[config.mk]
export PLATFORM = sky130hd
export DESIGN_NAME = product_accumulator_flat
export DESIGN_NICKNAME = d
export VERILOG_FILES = /design/src/rtl/product_accumulator_if.sv /design/src/rtl/product_accumulator.sv /design/src/flat_wrapper.sv
export SDC_FILE = /design/constraint.sdc
export NUM_CORES = 1
export LEC_CHECK = 0
export BUFFER_PORTS_ARGS = -buffer_cell sky130_fd_sc_hd__buf_2
export CAP_MARGIN = 20
export CORE_ASPECT_RATIO = 2
export CORE_MARGIN = 2
export CORE_UTILIZATION = 49
export DETAILED_ROUTE_END_ITERATION = 6
export GPL_TIMING_DRIVEN = 0
export HOLD_SLACK_MARGIN = 0.03
export PLACE_DENSITY_LB_ADDON = 0.2
export SYNTH_ARGS = -nofsm -noshare
export SYNTH_HDL_FRONTEND = slang
export SYNTH_SLANG_ARGS = --single-unit
export TNS_END_PERCENT = 50
[constraint.sdc]
create_clock -name clk -period 2.2 [get_ports clk]
set_input_delay 0.44 -clock clk [delete_from_list [all_inputs] [get_ports clk]]
set_output_delay 0.44 -clock clk [all_outputs]
set_load 0.02 [all_outputs]
[src/rtl/product_accumulator_if.sv]
`default_nettype none
// ============================================================================
// Module      : product_accumulator_if
// Description : Job/product/result bundle between a multiplier-side producer
//               and the product_accumulator back end.
// Revision    : 1.0 - initial release
// ============================================================================
interface product_accumulator_if #(
    parameter int N     = 8,
    parameter int ACC_W = 2*N+8,
    parameter int CNT_W = 8
);
    logic               start;
    logic [CNT_W-1:0]   len;
    logic               p_valid;
    logic [2*N-1:0]     p;
    logic               out_ready;
    logic               busy;
    logic               acc_valid;
    logic [ACC_W-1:0]   acc;
    logic [CNT_W-1:0]   count;
    logic               overflow;

    // Producer / consumer side
    modport master (
        output start, len, p_valid, p, out_ready,
        input  busy, acc_valid, acc, count, overflow
    );

    // Accumulator side
    modport slave (
        input  start, len, p_valid, p, out_ready,
        output busy, acc_valid, acc, count, overflow
    );
endinterface
`default_nettype wire

[src/rtl/product_accumulator.sv]
`default_nettype none
// ============================================================================
// Module      : product_accumulator
// Description : Sums a programmed number of unsigned 2N-bit products into an
//               ACC_W-bit accumulator and presents the total with a
//               valid/ready handshake. Sticky overflow flags any carry out.
//               Optional macro PRODUCT_ACC_SAT_EN: clamp to all-ones on carry
//               instead of wrapping.
// Revision    : 1.0 - initial release
// ============================================================================
module product_accumulator #(
    parameter int N     = 8,
    parameter int ACC_W = 2*N+8,
    parameter int CNT_W = 8
) (
    input  wire logic              clk,
    input  wire logic              rst_n,
    product_accumulator_if.slave   bus
);

    typedef enum logic [1:0] {
        S_IDLE  = 2'd0,
        S_ACCUM = 2'd1,
        S_DONE  = 2'd2
    } state_t;

    state_t             state_q, state_d;
    logic [ACC_W-1:0]   acc_q,   acc_d;
    logic [CNT_W-1:0]   count_q, count_d;
    logic [CNT_W-1:0]   len_q,   len_d;
    logic               ovf_q,   ovf_d;

    // One extra bit holds the carry out of the accumulator
    logic [ACC_W:0]     sum_w;
    logic [CNT_W-1:0]   count_inc_w;

    assign sum_w       = {1'b0, acc_q} + {{(ACC_W+1-2*N){1'b0}}, bus.p};
    assign count_inc_w = count_q + CNT_W'(1);

    // State and datapath registers; reset aborts any job in flight
    always_ff @(posedge clk or negedge rst_n) begin
        if (!rst_n) begin
            state_q <= S_IDLE;
            acc_q   <= '0;
            count_q <= '0;
            len_q   <= '0;
            ovf_q   <= 1'b0;
        end else begin
            state_q <= state_d;
            acc_q   <= acc_d;
            count_q <= count_d;
            len_q   <= len_d;
            ovf_q   <= ovf_d;
        end
    end

    // Next-state and accumulate logic
    always_comb begin
        state_d = state_q;
        acc_d   = acc_q;
        count_d = count_q;
        len_d   = len_q;
        ovf_d   = ovf_q;
        case (state_q)
            S_IDLE: begin
                if (bus.start) begin
                    acc_d   = '0;
                    count_d = '0;
                    ovf_d   = 1'b0;
                    len_d   = bus.len;
                    // A zero-length job has nothing to sum: result is ready at once
                    state_d = (bus.len == '0) ? S_DONE : S_ACCUM;
                end
            end
            S_ACCUM: begin
                if (bus.p_valid) begin
                    count_d = count_inc_w;
                    if (sum_w[ACC_W]) begin
                        ovf_d = 1'b1;
                    end
`ifdef PRODUCT_ACC_SAT_EN
                    // Once clamped, stay clamped even if later products are zero
                    if (sum_w[ACC_W] || ovf_q) begin
                        acc_d = '1;
                    end else begin
                        acc_d = sum_w[ACC_W-1:0];
                    end
`else
                    acc_d = sum_w[ACC_W-1:0];
`endif
                    if (count_inc_w == len_q) begin
                        state_d = S_DONE;
                    end
                end
            end
            S_DONE: begin
                // Result is left in acc after handshake until the next start
                if (bus.out_ready) begin
                    state_d = S_IDLE;
                end
            end
            default: begin
                state_d = S_IDLE;
            end
        endcase
    end

    assign bus.busy      = (state_q != S_IDLE);
    assign bus.acc_valid = (state_q == S_DONE);
    assign bus.acc       = acc_q;
    assign bus.count     = count_q;
    assign bus.overflow  = ovf_q;

endmodule
`default_nettype wire

[src/flat_wrapper.sv]
// flat-port wrapper written by rule: the top's interface ports become plain ports
module product_accumulator_flat 
#(
    parameter int N     = 8,
    parameter int ACC_W = 2*N+8,
    parameter int CNT_W = 8
)
  (clk, rst_n, bus_start, bus_len, bus_p_valid, bus_p, bus_out_ready, bus_busy, bus_acc_valid, bus_acc, bus_count, bus_overflow);
  product_accumulator_if #(.N(N), .ACC_W(ACC_W), .CNT_W(CNT_W)) bus_i ();
  input  wire logic clk;
  input  wire logic rst_n;
  input wire logic [$bits(bus_i.start)-1:0] bus_start;
  input wire logic [$bits(bus_i.len)-1:0] bus_len;
  input wire logic [$bits(bus_i.p_valid)-1:0] bus_p_valid;
  input wire logic [$bits(bus_i.p)-1:0] bus_p;
  input wire logic [$bits(bus_i.out_ready)-1:0] bus_out_ready;
  output wire logic [$bits(bus_i.busy)-1:0] bus_busy;
  output wire logic [$bits(bus_i.acc_valid)-1:0] bus_acc_valid;
  output wire logic [$bits(bus_i.acc)-1:0] bus_acc;
  output wire logic [$bits(bus_i.count)-1:0] bus_count;
  output wire logic [$bits(bus_i.overflow)-1:0] bus_overflow;
  assign bus_i.start = bus_start;
  assign bus_i.len = bus_len;
  assign bus_i.p_valid = bus_p_valid;
  assign bus_i.p = bus_p;
  assign bus_i.out_ready = bus_out_ready;
  assign bus_busy = bus_i.busy;
  assign bus_acc_valid = bus_i.acc_valid;
  assign bus_acc = bus_i.acc;
  assign bus_count = bus_i.count;
  assign bus_overflow = bus_i.overflow;
  product_accumulator #(.N(N), .ACC_W(ACC_W), .CNT_W(CNT_W)) u_core (.clk(clk), .rst_n(rst_n), .bus(bus_i));
endmodule
======== Yosys cells after proc, flatten, opt, wreduce, memory -nomap -nowiden ========
Index checks and enable logic that the tools add are counted.
storage, ports and cells
  output and inout bits ................... 35
  bits in registers ....................... 43
  logic and storage cells ................. 39
  bits of input ports ..................... 29
cells by class
  mux-type cells .......................... 16
  reduce and logical (&&, ||, !) cells .... 8
  eq/ne operators ......................... 8
  add/sub/neg operators ................... 2
operator list
  kind                                                              number
  24-bit two-way mux                                                2
  24-bit one-hot mux with 2 select lines                            1
  24-bit by 16-bit adder with 25-bit output                         1
  8-bit two-way mux                                                 2
  8-bit one-hot mux with 2 select lines                             1
  2-bit two-way mux                                                 5
  8-bit by 1-bit adder with 8-bit output (second input constant)    1
  8-bit == test                                                     1
  8-bit logical NOT                                                 1
  4-bit AND reduction                                               2
  2-bit != test (second input constant)                             3
  2-bit one-hot mux with 3 select lines                             1
  2-bit by 1-bit != test with 1-bit output (second input constant)  2
  2-bit nonzero test                                                2
  1-bit two-way mux                                                 3
  3-bit AND reduction                                               1
  2-bit by 1-bit == test with 1-bit output (second input constant)  1
  2-bit == test (second input constant)                             1
  2-bit logical NOT                                                 1
  1-bit one-hot mux with 2 select lines                             1
  2-bit AND reduction                                               1

======== Logic depth before layout (Yosys ltp) ========
  depth in word-level cells ............... 5
  gate-level depth with buffers ........... 9
  mapped depth without buffers ............ 8

======== Worst setup path after synthesis ========
Ideal clock, no wire load.
  kind .................................... register -> register
  start ................................... register u_core.acc_q[0] (netlist: u_core.bus.acc[0])
  end ..................................... register u_core.acc_q[12] (netlist: u_core.bus.acc[12])
  period minus slack after synthesis ...... 2332 ps
  data required time ...................... 2131 ps
  slack ................................... -132 ps
  stages on the path, launching flop included .. 9
  setup time .............................. 69 ps
  buffers on the path ..................... 0
  arrival ................................. 2264 ps
  cell sequence ........................... dfrtp_1 -> ha_1 -> fa_1 -> a211oi_2 -> o21ai_1 -> nand2_1 -> o21ai_0 -> or4b_1 -> nand3_1
on the way
  longest elaborated chain between the ends .. 3
ends and longest elaborated chain
  element                                    line                       RTL
  start: declaration                         product_accumulator.sv:28  logic [ACC_W-1:0] acc_q, acc_d;
  start signal: assignment                   product_accumulator.sv:44  acc_q <= '0;
  start signal: assignment                   product_accumulator.sv:50  acc_q <= acc_d;
  24-bit by 16-bit adder with 25-bit output  product_accumulator.sv:37  assign sum_w = {1'b0, acc_q} + {{(ACC_W+1-2*N){1'b0}}, bus.p};
  24-bit two-way mux                         product_accumulator.sv:76  if (bus.p_valid) begin
  24-bit one-hot mux with 2 select lines     product_accumulator.sv:64  case (state_q)
No other way between the ends. The select of a mux whose other input is x is not followed.
A chain may end at the register's enable or synchronous reset.

======== Worst setup path in the final report ========
  start ................................... register u_core.acc_q[15] (netlist: u_core.bus.acc[15])
  end ..................................... register u_core.acc_q[19] (netlist: u_core.bus.acc[19])
The elaborated chain is that of the path after synthesis.

==> metrics <==
dominant synthesized flop cell=dfrtp_1; EDFF count, synth=0; hold_buf cts=0; 1st-iter DRT viols=110; Post-DP HPWL=6030 um; die height=113 um; CP required=2.37 ns; startpoint class of the critical path=flop; largest net degree at the start of global routing=44; fin. max-slew vios=0; initial antenna violation count=0; post-synthesis register bit count=43; Slowest-stage cell, CP=dfrtp_1; H-tree levels=2; LEAKAGE=1.82 nW; Synth Area per Inst=8.56 um2; RSZ-0062 raised after global routing=true; syn_nets=387; final critical-path required period=2.23 ns; reg-to-reg endpoint=u_core.bus.acc[19]; Final setup viols=1; first-pass GRT wire length=13500 um; cell count after synthesis=340; io pins=64; via count=3008; CTS tree=built; RR Startpoint=u_core.bus.acc[15]; drt pass-1 iters=5; worst-path maximum fanout=5; Synth top cells by count=nand2_1 (63), dfrtp_1 (43), o21ai_0 (35), nor2_1 (19), a21oi_1 (18); Fin. Hold Viols=0; # diodes=0; most frequent CP cell=nand3_4; maximum VDD drop=903 uV; full die area=6610 um2; post-route insts no fill=493; CP Cell Sequence=ha_4 -> nand3_4 -> or3_4 -> a211oi_2 -> or3_1 -> buf_6 -> nand3_4 -> mux2_4; initial core utilization=0.510; fraction of layout cells with a size suffix above 1=0.319; worst-margin pin slew=0.575 ns; Area contributors post-synth=dfrtp_1 (37%), nand2_1 (8.1%), ha_1 (7.3%), o21ai_0 (6.0%), xnor2_1 (4.5%); Yosys cell types=55; later-pin clock latency in the skew report=0.28 ns; Layout Nets=478; outcome=finished with violations; clk sink count=43; area share of the largest cell type after synthesis=0.370; GRT Total Usage=0.265; clock-pin transition on the worst setup and hold timing paths=0.06 ns; Hold Path Class=in2async; final WL=8630 um; worst rel slew slack=0.616; post-route ant nets=0; Root Buffer=clkbuf_16; slowest stage delay, CP=0.41 ns; Core Region=5710 um2; Post-synth ARST share=1.00; clk_skew=0.00377 ns; final core occ=0.684; Highest Clock Rate=448 MHz; Reg2Reg Depth=8; Setup TNS=-0.0314 ns; CP Capture Type=flop; Power, Total=4.73 mW; vias per inst=6.10; Cell Area, Placed=3400 um2; CTS buffer count=5; cell area after layout=3900 um2; num rows=39; Die W=58.5 um; Yosys top cell by area=dfrtp_1; reg2reg setup slack=-0.03 ns; YS warnings=0; WP data arrival=2.40 ns; DRC errors left=0; post-synthesis sequential area ratio=0.370; Final GP Congestion=0.915; DP Cell Count=464; maximum clock path buffer count=2; Layout area overhead=34.1%; Wirelength per Cell=17.5 um; Final Cycle Share=1.01; maxcap violations=0; port bufs=63; Pwr per Cell Area=1210 nW/um2; failing checks=negative setup slack; worst setup margin=-0.0314 ns; top-count cell post-synth=nand2_1; mapped cell area=2910 um2; number of global-route vias before repair=3036; crit path kind=reg2reg; GRT overflow=0
logic make-up after synthesis:
logic type | Yosys count | synth area share
simple gates | 142 | 0.242
compound gates | 94 | 0.205
flops | 43 | 0.370
xor+xnor | 20 | 0.0602
buf+inv | 19 | 0.0284
fa+ha+maj | 18 | 0.0800
mux | 4 | 0.0155
registers in the layout (all words and copies together), names as in the netlist:
name,count
u_core.bus.acc,24
u_core.bus.count,8
u_core.bus.overflow,1
u_core.len_q,8
u_core.state_q,2
repair_timing:
action / 4_1_cts / 5_1_grt
pin swaps: 10 / 8
buffers inserted: 17 / 6
resized for setup: 18 / 20
endpoints found under the setup margin: 10 / 13
gates cloned: 0 / 0
per-layer routing:
metal / vias up / track usage / routed length, um
met5: - / 0 / 0
met2: 108 / 0.491 / 4830
li1: 1403 / - / -
met3: 33 / 0.0331 / 354
met1: 1464 / 0.270 / 3020
met4: 0 / 0.150 / 421
report_power, final:
part	total [mW]	leakage [nW]	internal, mW	switching, mW
Sequential	1.28	0.561	1.02	0.261
Combinational	2.72	1.19	1.21	1.51
Clock	0.728	0.0733	0.415	0.314
worst max-delay path, delay by kind of cell (launching register included):
family / cells / cell delay [ns]
compound gates: 1 / 0.21
fa+ha+maj: 1 / 0.31
buf+inv: 1 / 0.12
flops: 1 / 0.41
mux: 1 / 0.31
simple gates: 4 / 0.75
final cells by class:
class / count / area [um2]
multi-input combinational: 278 / 2020
sequential: 43 / 1080
tap: 61 / 76.3
inverter: 6 / 22.5
clock inverter: 3 / 15.0
clock buffer: 5 / 125
buffer: 10 / 45.0
fill: 478 / 1810
timing repair buffer: 87 / 512
cell usage in the layout (no fill, tap or decap), types with 4 or more instances in the layout:
cell / n
buf_2: 63
nand2_1: 61
dfrtp_1: 38
o21ai_0: 30
buf_4: 22
nor2_1: 18
a21oi_1: 16
xnor2_1: 15
ha_4: 14
nand3_1: 12
clkbuf_1: 9
nor2b_1: 7
inv_1: 6
a21o_1: 6
nand4_1: 5
xor2_1: 5
o21ai_1: 5
clkbuf_16: 5
dfrtp_2: 5
a31oi_1: 4
o31ai_1: 4
nor4_1: 4
nand2b_1: 4
worst max path at each step:
| stage | start | endpoint | depth (start not counted) |
|---|---|---|---|
| detailed placement | bus_p[9] | u_core.bus.acc[19] | 9 |
| CTS | u_core.bus.acc[10] | u_core.bus.acc[19] | 9 |
| global placement | bus_p[9] | u_core.bus.acc[19] | 9 |
| global route | u_core.bus.acc[13] | u_core.bus.acc[19] | 9 |
| floorplan | u_core.bus.acc[9] | u_core.bus.acc[19] | 8 |
| finish | u_core.bus.acc[15] | u_core.bus.acc[19] | 8 |
through the flow:
stage	worst slack, ns	hold slack, ns
final	-0.0314	0.0921
after floorplan	-0.0103	0.144
after detailed placement	-0.346	0.470
after global placement	-0.285	0.462
after CTS	-0.0736	0.355
after global routing	-0.0853	0.131
Note: power is estimated with default switching activity, not from simulation.
